## src/rtl/nibble_add_pkg.sv

```systemverilog
// Shared types and constants for the nibble-serial adder: slice width,
// controller state encoding and the sizing rule for the nibble counter.
package nibble_add_pkg;

  localparam int NIB_W = 4;

  typedef enum logic [1:0] {
    IDLE,
    RUN,
    DONE
  } state_t;

  // Counter bits needed to address WIDTH/NIB_W nibbles; at least one bit.
  function automatic int idx_width(input int width);
    int nib;
    nib = width / NIB_W;
    return (nib <= 1) ? 1 : $clog2(nib);
  endfunction

endpackage

```

## src/rtl/nibble_add_seq_if.sv

```systemverilog
// Operand/result handshake bundle for nibble_add_seq. The master side
// supplies operands and consumes results; the slave side is the adder.
interface nibble_add_seq_if #(
  parameter int WIDTH = 16
);

  logic             in_valid;
  logic             in_ready;
  logic [WIDTH-1:0] a;
  logic [WIDTH-1:0] b;
  logic             cin;
  logic             sub;
  logic             out_valid;
  logic             out_ready;
  logic [WIDTH-1:0] sum;
  logic             cout;
  logic             overflow;
  logic             busy;

  modport master (
    output in_valid, a, b, cin, sub, out_ready,
    input  in_ready, out_valid, sum, cout, overflow, busy
  );

  modport slave (
    input  in_valid, a, b, cin, sub, out_ready,
    output in_ready, out_valid, sum, cout, overflow, busy
  );

endinterface

```

## src/rtl/cla4_slice.sv

```systemverilog
// Purely combinational 4-bit carry-lookahead adder slice. Exposes the carry
// into bit 3 as well as the carry out so the caller can derive overflow.
module cla4_slice (
  input  logic [3:0] a,
  input  logic [3:0] b,
  input  logic       ci,
  output logic [3:0] s,
  output logic       c3,
  output logic       c4
);

  logic [3:0] p;
  logic [3:0] g;
  logic [3:0] c;

  assign p = a ^ b;
  assign g = a & b;

  // Every carry is flattened to two levels so no ripple path exists.
  assign c[0] = ci;
  assign c[1] = g[0] | (p[0] & ci);
  assign c[2] = g[1] | (p[1] & g[0]) | (p[1] & p[0] & ci);
  assign c[3] = g[2] | (p[2] & g[1]) | (p[2] & p[1] & g[0])
              | (p[2] & p[1] & p[0] & ci);
  assign c4   = g[3] | (p[3] & g[2]) | (p[3] & p[2] & g[1])
              | (p[3] & p[2] & p[1] & g[0]) | (p[3] & p[2] & p[1] & p[0] & ci);

  assign c3 = c[3];
  assign s  = p ^ c;

endmodule

```

## src/rtl/nibble_add_seq.sv

```systemverilog
// WIDTH-bit add/subtract built from one shared 4-bit lookahead slice, one
// nibble per cycle LSB first, with the inter-nibble carry held in a register.
module nibble_add_seq
  import nibble_add_pkg::*;
#(
  parameter int WIDTH = 16
) (
  input  logic              clk,
  input  logic              rst,
  nibble_add_seq_if.slave   bus
);

  localparam int NIB   = WIDTH / NIB_W;
  localparam int IDX_W = idx_width(WIDTH);

  typedef logic [IDX_W-1:0] idx_t;

  state_t           state_q;
  state_t           state_d;
  logic [WIDTH-1:0] a_q;
  logic [WIDTH-1:0] b_q;
  logic [WIDTH-1:0] sum_q;
  logic             carry_q;
  logic             cout_q;
  logic             ovf_q;
  idx_t             idx_q;

  logic             accept;
  logic             last_nib;
  logic [IDX_W+1:0] base;
  logic [NIB_W-1:0] slice_s;
  logic             slice_c3;
  logic             slice_c4;

  assign last_nib = (idx_q == idx_t'(NIB - 1));
  assign base     = {idx_q, 2'b00};

  cla4_slice u_slice (
    .a  (a_q[base +: NIB_W]),
    .b  (b_q[base +: NIB_W]),
    .ci (carry_q),
    .s  (slice_s),
    .c3 (slice_c3),
    .c4 (slice_c4)
  );

  // NOTE: every signal driven here gets a default first, so no path through
  // the case statement can leave one unassigned and infer a latch.
  always_comb begin
    state_d = state_q;
    accept  = 1'b0;
    unique case (state_q)
      IDLE: begin
        if (bus.in_valid) begin
          accept  = 1'b1;
          state_d = RUN;
        end
      end
      RUN: begin
        if (last_nib) state_d = DONE;
      end
      DONE: begin
        if (bus.out_ready) state_d = IDLE;
      end
      default: state_d = IDLE;
    endcase
  end

  // NOTE: registers use non-blocking assignments so every flop samples the
  // pre-edge values regardless of statement order within the block.
  always_ff @(posedge clk or negedge rst) begin
    if (!rst) state_q <= IDLE;
    else      state_q <= state_d;
  end

  // NOTE: the operand and result registers are all reset; an abort must leave
  // no residue, and these are plain flops rather than a memory array.
  always_ff @(posedge clk or negedge rst) begin
    if (!rst) begin
      a_q     <= '0;
      b_q     <= '0;
      sum_q   <= '0;
      carry_q <= 1'b0;
      cout_q  <= 1'b0;
      ovf_q   <= 1'b0;
      idx_q   <= '0;
    end else if (accept) begin
      // Subtraction is a + ~b + 1: invert b once and seed the carry with 1.
      a_q     <= bus.a;
      b_q     <= bus.sub ? ~bus.b : bus.b;
      carry_q <= bus.sub | bus.cin;
      idx_q   <= '0;
    end else if (state_q == RUN) begin
      sum_q[base +: NIB_W] <= slice_s;
      carry_q              <= slice_c4;
      if (last_nib) begin
        cout_q <= slice_c4;
        ovf_q  <= slice_c3 ^ slice_c4;
      end else begin
        idx_q <= idx_q + idx_t'(1);
      end
    end
  end

  assign bus.in_ready  = (state_q == IDLE);
  assign bus.out_valid = (state_q == DONE);
  assign bus.busy      = (state_q != IDLE);
  assign bus.sum       = sum_q;
  assign bus.cout      = cout_q;
  assign bus.overflow  = ovf_q;

endmodule

```

## src/flat_wrapper.sv

```systemverilog
// flat-port wrapper written by rule: the top's interface ports become plain ports
module nibble_add_seq_flat import nibble_add_pkg::*;
#(
  parameter int WIDTH = 16
)
  (clk, rst, bus_in_valid, bus_a, bus_b, bus_cin, bus_sub, bus_out_ready, bus_in_ready, bus_out_valid, bus_sum, bus_cout, bus_overflow, bus_busy);
  nibble_add_seq_if #(.WIDTH(WIDTH)) bus_i ();
  input  logic clk;
  input  logic rst;
  input wire logic [$bits(bus_i.in_valid)-1:0] bus_in_valid;
  input wire logic [$bits(bus_i.a)-1:0] bus_a;
  input wire logic [$bits(bus_i.b)-1:0] bus_b;
  input wire logic [$bits(bus_i.cin)-1:0] bus_cin;
  input wire logic [$bits(bus_i.sub)-1:0] bus_sub;
  input wire logic [$bits(bus_i.out_ready)-1:0] bus_out_ready;
  output wire logic [$bits(bus_i.in_ready)-1:0] bus_in_ready;
  output wire logic [$bits(bus_i.out_valid)-1:0] bus_out_valid;
  output wire logic [$bits(bus_i.sum)-1:0] bus_sum;
  output wire logic [$bits(bus_i.cout)-1:0] bus_cout;
  output wire logic [$bits(bus_i.overflow)-1:0] bus_overflow;
  output wire logic [$bits(bus_i.busy)-1:0] bus_busy;
  assign bus_i.in_valid = bus_in_valid;
  assign bus_i.a = bus_a;
  assign bus_i.b = bus_b;
  assign bus_i.cin = bus_cin;
  assign bus_i.sub = bus_sub;
  assign bus_i.out_ready = bus_out_ready;
  assign bus_in_ready = bus_i.in_ready;
  assign bus_out_valid = bus_i.out_valid;
  assign bus_sum = bus_i.sum;
  assign bus_cout = bus_i.cout;
  assign bus_overflow = bus_i.overflow;
  assign bus_busy = bus_i.busy;
  nibble_add_seq #(.WIDTH(WIDTH)) u_core (.clk(clk), .rst(rst), .bus(bus_i));
endmodule
```

## config.mk

```make
export PLATFORM = sky130hd
export DESIGN_NAME = nibble_add_seq_flat
export DESIGN_NICKNAME = d
export VERILOG_FILES = /design/src/rtl/nibble_add_pkg.sv /design/src/rtl/nibble_add_seq_if.sv /design/src/rtl/cla4_slice.sv /design/src/rtl/nibble_add_seq.sv /design/src/flat_wrapper.sv
export SDC_FILE = /design/constraint.sdc
export NUM_CORES = 1
export LEC_CHECK = 0
export CAP_MARGIN = 15
export CORE_MARGIN = 10
export CORE_UTILIZATION = 51
export DETAILED_ROUTE_END_ITERATION = 16
export PLACE_DENSITY = 0.87
export SETUP_SLACK_MARGIN = 0.1
export SYNTH_ARGS = -nofsm -noshare
export SYNTH_HDL_FRONTEND = slang
export SYNTH_SLANG_ARGS = --single-unit
export TNS_END_PERCENT = 5
```

## constraint.sdc

```tcl
create_clock -name clk -period 2.84 [get_ports clk]
set_clock_uncertainty 0.05 [all_clocks]
set_input_delay 0.426 -clock clk [delete_from_list [all_inputs] [get_ports clk]]
set_output_delay 0.426 -clock clk [all_outputs]
set_load 0.005 [all_outputs]
```

; Word-level counts from Yosys, hierarchy flattened
; Index checks and enable logic that the tools add are counted.
; Widths: inputs -> output; s select.
[totals]
input_bits = 38
output_inout_bits = 21
word_cells = 74
reg_bits = 55
[op_classes]
bitwise_logic = 33
addsub = 2
shift = 4
muxes = 13
eq_ne = 7
reduce_logical = 7
[ops]
columns = cell, count
row1 = $shiftx 16x5->4, 2
row2 = $and 1x1->1, 16
row3 = $bwmux 16, 1
row4 = $mux 16, 1
row5 = $not 16->16, 1
row6 = $shift 4x6->16 const A, 1
row7 = $shiftx 4x6->16, 1
row8 = $mux 2, 6
row9 = $or 1x1->1, 11
row10 = $xor 4x4->4, 2
row11 = $neg 4->6, 1
row12 = $pmux 2 s3, 1
row13 = $reduce_and 3->1, 2
row14 = $and 4x4->4, 1
row15 = $eq 2x2->1 const B, 2
row16 = $mux 1, 4
row17 = $ne 2x1->1 const B, 2
row18 = $ne 2x2->1 const B, 2
row19 = $reduce_and 2->1, 2
row20 = $reduce_bool 2->1, 2
row21 = $add 2x1->2 const B, 1
row22 = $eq 2x1->1 const B, 1
row23 = $logic_not 2->1, 1
row24 = $not 1->1, 1
row25 = $xor 1x1->1, 1

; Depth between registers and ports, before layout
[depth]
depth_word = 9
depth_mapped = 7
depth_no_buf = 6

; Modules after synthesis
; Synthesis repeated with hierarchy kept, for this count alone.
[hier_totals]
hier_cells = 227
hier_area_um2 = 2736.4
[modules_own_cells]
columns = mod, cells_each, n_inst, area_each_um2, seq_area_each_um2
row1 = nibble_add_seq, 209, 1, 2581.2, 1376.3
row2 = cla4_slice, 18, 1, 155.1, 0.0

; Worst setup path before layout
; Ideal clock, no wire load.
[synth_path]
path_type = register to register
startpoint = reg u_core.idx_q[0]
endpoint = reg u_core.sum_q[3], in the netlist u_core.bus.sum[3]
setup_time_ps = 121
slack_ps = 362
synth_period_minus_slack_ps = 2478
arrival_ps = 2307
required_ps = 2669
path_buffers = 1
path_stages_with_launch = 8
cell_sequence = dfrtp_1 > buf_4 > mux4_2 > ha_1 > a211oi_1 > o21bai_2 > xor2_2 > a22o_1
[synth_via]
elab_chain_len = 9
word_cells_on_any_way = 24
classes_between = 1 x add/sub / 4 x shift / 1 x mux / 18 x bitwise
[synth_lines]
columns = element, line_no
row1 = from (decl), nibble_add_seq.sv:26  ; idx_t idx_q;
row2 = from (signal assigned), nibble_add_seq.sv:100  ; idx_q <= idx_q + idx_t'(1);
row3 = $shiftx 16x5->4 (on tied branches), "nibble_add_seq.sv:39, nibble_add_seq.sv:40"
row4 = $xor 4x4->4 or $and 4x4->4 (tied branches), "cla4_slice.sv:16, cla4_slice.sv:17"
row5 = $and 1x1->1 (on tied branches), "cla4_slice.sv:23, cla4_slice.sv:24"
row6 = $or 1x1->1 (tied with other cells), cla4_slice.sv:23  ; assign c[3] = g[2] | (p[2] & g[1]) | (p[2] & p[1] & g[0])
row7 = $or 1x1->1 or $and 1x1->1 (tied branches), "cla4_slice.sv:23, cla4_slice.sv:24"
row8 = $or 1x1->1, cla4_slice.sv:24  ; | (p[2] & p[1] & p[0] & ci);
row9 = $xor 4x4->4, cla4_slice.sv:29  ; assign s = p ^ c;
row10 = $shiftx 4x6->16, nibble_add_seq.sv:94  ; sum_q[base +: NIB_W] <= slice_s;
row11 = $bwmux 16 (*), nibble_add_seq.sv:94
row12 = "to (signal, indexed assignment)", nibble_add_seq.sv:94
row13 = to (decl), nibble_add_seq.sv:22  ; logic [WIDTH-1:0] sum_q;
; Every way passes the cells marked *; elsewhere a longest branch is shown, timed or not.
; A chain may end at the register's enable or synchronous reset.

; Final worst setup path
; Ends and elaborated chain as after synthesis.

==> results.yml <==
run_status:
  status: "finished, final reports clean"
finish:
  fin_util_pct: 67.4
  nets: 338
  finalInstanceArea_mm2: 0.00347
  syn_to_final_growth_pct: 27.0
  drive_above_1_share_pct: 14.8
  fill_cells: 419
  n_antenna_cell: 0
timing:
  hold_viol: 0
  maxSlewViolCount: 0
  rsz0062_at_grt: "no"
  tightest_slew_ns: 0.885
  setup_tns_ns: 0
  relSlewSlack_pct: 40.8
  period_minus_slack_ns: 2.61
  post-route-period-util_pct: 92.0
  setup_viol: 0
  fmax_ghz: 0.383
placement:
  io_buffers: 58
  gp_congestion: 0.830
  post-dp-hpwl_um: 4330
  dpl-instance-area_mm2: 0.00335
clock_network:
  cts_setup_buffers: 0
  htreeDepth: 2
  cts_buffer_depth: 2
  cts_resized: 0
  cts_sinks: 55
  insertion_delay_ns: 0.31
  clkTransAtPathRegs_ns: 0.09
  ctsHoldBuffers: 0
  cts_root_buf: "clkbuf_8"
  cts_tree: "built"
  cts_buffers: 5
detailed_routing:
  detailroute.via_count: 1909
  drcViolationCount: 0
  ant_nets: 0
  avgViaCountPerCell: 5.30
  drt_iter0_drc: 82
  firstDrtPassIters: 4
  wl_um: 5640
  avgRoutedWirePerCell_um: 15.7
floorplanning:
  start_util_pct: 53.1
  die_x_um: 93.2
  core_area_mm2: 0.00514
  die_h_um: 93.2
  num_rows: 26
  die_area_mm2: 0.00868
  boundaryPins: 59
synth:
  synth_top_cell_area_share_pct: 50.4
  synth.cell_area_mm2: 0.00273
  synth.avg_cell_area_um2: 11.9
  syn_nets: 279
  synth-edff-count: 0
  async_flop_share_pct: 100
  seq_area_frac_synth_pct: 50.4
  ys_warn_count: 0
  synth.most_common_cell: "dfrtp_1"
  netlist_instances: 230
  synthTopCellsByCount: "55 x dfrtp_1, 41 x nand2_1, 26 x o21ai_0, 18 x xnor2_1"
  ys_top_cells_by_area: "dfrtp_1 50%, mux4_2 6.6%, xnor2_1 5.8%, nand2_1 5.6%, o21ai_0 4.8%"
  synth_ff_type: "dfrtp_1"
  ys_ff_latch: 55
  yosysUniqueCellTypes: 35
  yosysTopAreaCell: "dfrtp_1"
global_route:
  grt_pass1_wl_um: 9820
  grt_max_degree: 56
  grt_overflow: 0
  grt_pass1_vias: 1990
  grt.total_usage_pct: 14.1
  antenna_found_initial: 0
worst_setup_path:
  critPathMaxStageDelay_ns: 0.50
  crit_slowest_cell: "dfrtp_2"
  crit-reg2reg-launch: "u_core.idx_q[0]"
  r2r-end: "u_core.bus.sum[3]"
  crit_start: "u_core.idx_q[0]"
  crit_path_end_kind: "flop"
  crit_arrival_ns: 2.77
  required_ns: 3.00
  cp_max_fo: 8
  crit_buf_inv: 1
  path_class: "reg2reg"
  r2r_slack_ns: 0.23
  worst-path-stages: 7
  path_delay_family: "compound AO/OA/AOI/OAI gates"
  start_kind: "flop"
  cp-endpoint: "u_core.bus.sum[3]"
  rr_worst_depth: 7
  worstPathCellList: "buf_4 -> mux4_2 -> ha_1 -> o21ai_0 -> o21bai_2 -> xor2_2 -> a22o_1"
worst_hold_path:
  hold_class: "in2async"
power:
  p_leak_nw: 1.48
  ir_drop_uv: 660
  power.density_mw_per_mm2: 1150
job:
  cap_viol_max_count: 0
## cells by family (layout without fill, tap and decap cells)
group / Yosys count / in the layout / share of synthesized area, %
muxes: 25 / 25 / 14.5
buffers and inverters: 14 / 74 / 3.16
and+or+nand+nor: 57 / 57 / 8.94
xor gates and xnor gates: 20 / 20 / 6.69
AOI/OAI and AO/OA: 48 / 48 / 10.9
adders and majority gates: 11 / 11 / 5.32
DFF: 55 / 55 / 50.4
## sequential cells by signal, indices dropped and copies added (netlist names)
register and cells:
u_core.bus.overflow 1, u_core.idx_q 2, u_core.state_q 2, u_core.a_q 16, u_core.bus.sum 16, u_core.bus.cout 1, u_core.carry_q 1, u_core.b_q 16
## worst reg2reg max path, cell delays in order, from the launching register on
cell      delay (ns)
dfrtp_2         0.50
buf_4           0.18
mux4_2          0.50
ha_1            0.37
o21ai_0         0.31
o21bai_2        0.17
xor2_2          0.20
a22o_1          0.22
## metal layers
layer / track usage (%) / vias up / share of wire (%)
met5: 0 / - / 0
met1: 17.3 / 918 / 44
met3: 5.76 / 8 / 7.6
met2: 21.6 / 59 / 47
met4: 5.66 / 0 / 1.5
li1: - / 924 / -
## how the worst min path moves through the flow
stage / from / endpoint / slack, ns / depth (start not counted)
detailed placement: u_core.b_q[5] / u_core.b_q[5] / 0.42 / 2
floorplan: rst / u_core.a_q[0] / 0.08 / 0
global route: rst / u_core.b_q[0] / 0.22 / 2
CTS: rst / u_core.a_q[0] / 0.20 / 2
finish: rst / u_core.a_q[0] / 0.17 / 2
global placement: u_core.b_q[5] / u_core.b_q[5] / 0.41 / 2
## area by class of cell
type                            instances  area (um2)  area share, %
Clock buffer                            6        82.6           2.38
Clock inverter                          2        35.0           1.01
Timing Repair Buffer                   61         598           17.3
Tap cell                               70        87.6           2.53
Sequential cell                        55        1380           39.7
Inverter                                5        18.8          0.542
Multi-Input combinational cell        161        1270           36.5
## power breakdown
| group | switching, W | total, W | leakage (nW) | internal (W) |
|---|---|---|---|---|
| combinational | 0.00109 | 0.00210 | 0.722 | 0.00101 |
| sequential | 0.000235 | 0.00135 | 0.693 | 0.00111 |
| clock | 0.000249 | 0.000534 | 0.0612 | 0.000285 |
| total | 0.00157 | 0.00398 | 1.48 | 0.00241 |
## stage by stage
stage               hold slack, ns  instances  worst slack [ns]  total power, W
floorplan                   0.0804        230             0.362         0.00280
global placement             0.406        352             0.307         0.00335
detailed placement           0.420        352             0.141         0.00345
CTS                          0.196        360             0.101         0.00400
global route                 0.225        360             0.106         0.00431
finish                       0.171        360             0.227         0.00398
## cell usage in the layout, fill, tap and decap left out, drive strengths merged, types with 4 or more instances in the layout
| cell | count |
|---|---|
| o31ai | 10 |
| o21ai | 26 |
| mux4 | 8 |
| clkdlybuf4s50 | 57 |
| buf | 4 |
| nor2 | 8 |
| inv | 5 |
| nand2 | 41 |
| ha | 10 |
| a22o | 4 |
| dfrtp | 55 |
| clkbuf | 6 |
| xnor2 | 18 |
| mux2 | 16 |
Note: power is estimated with default switching activity, not from simulation.
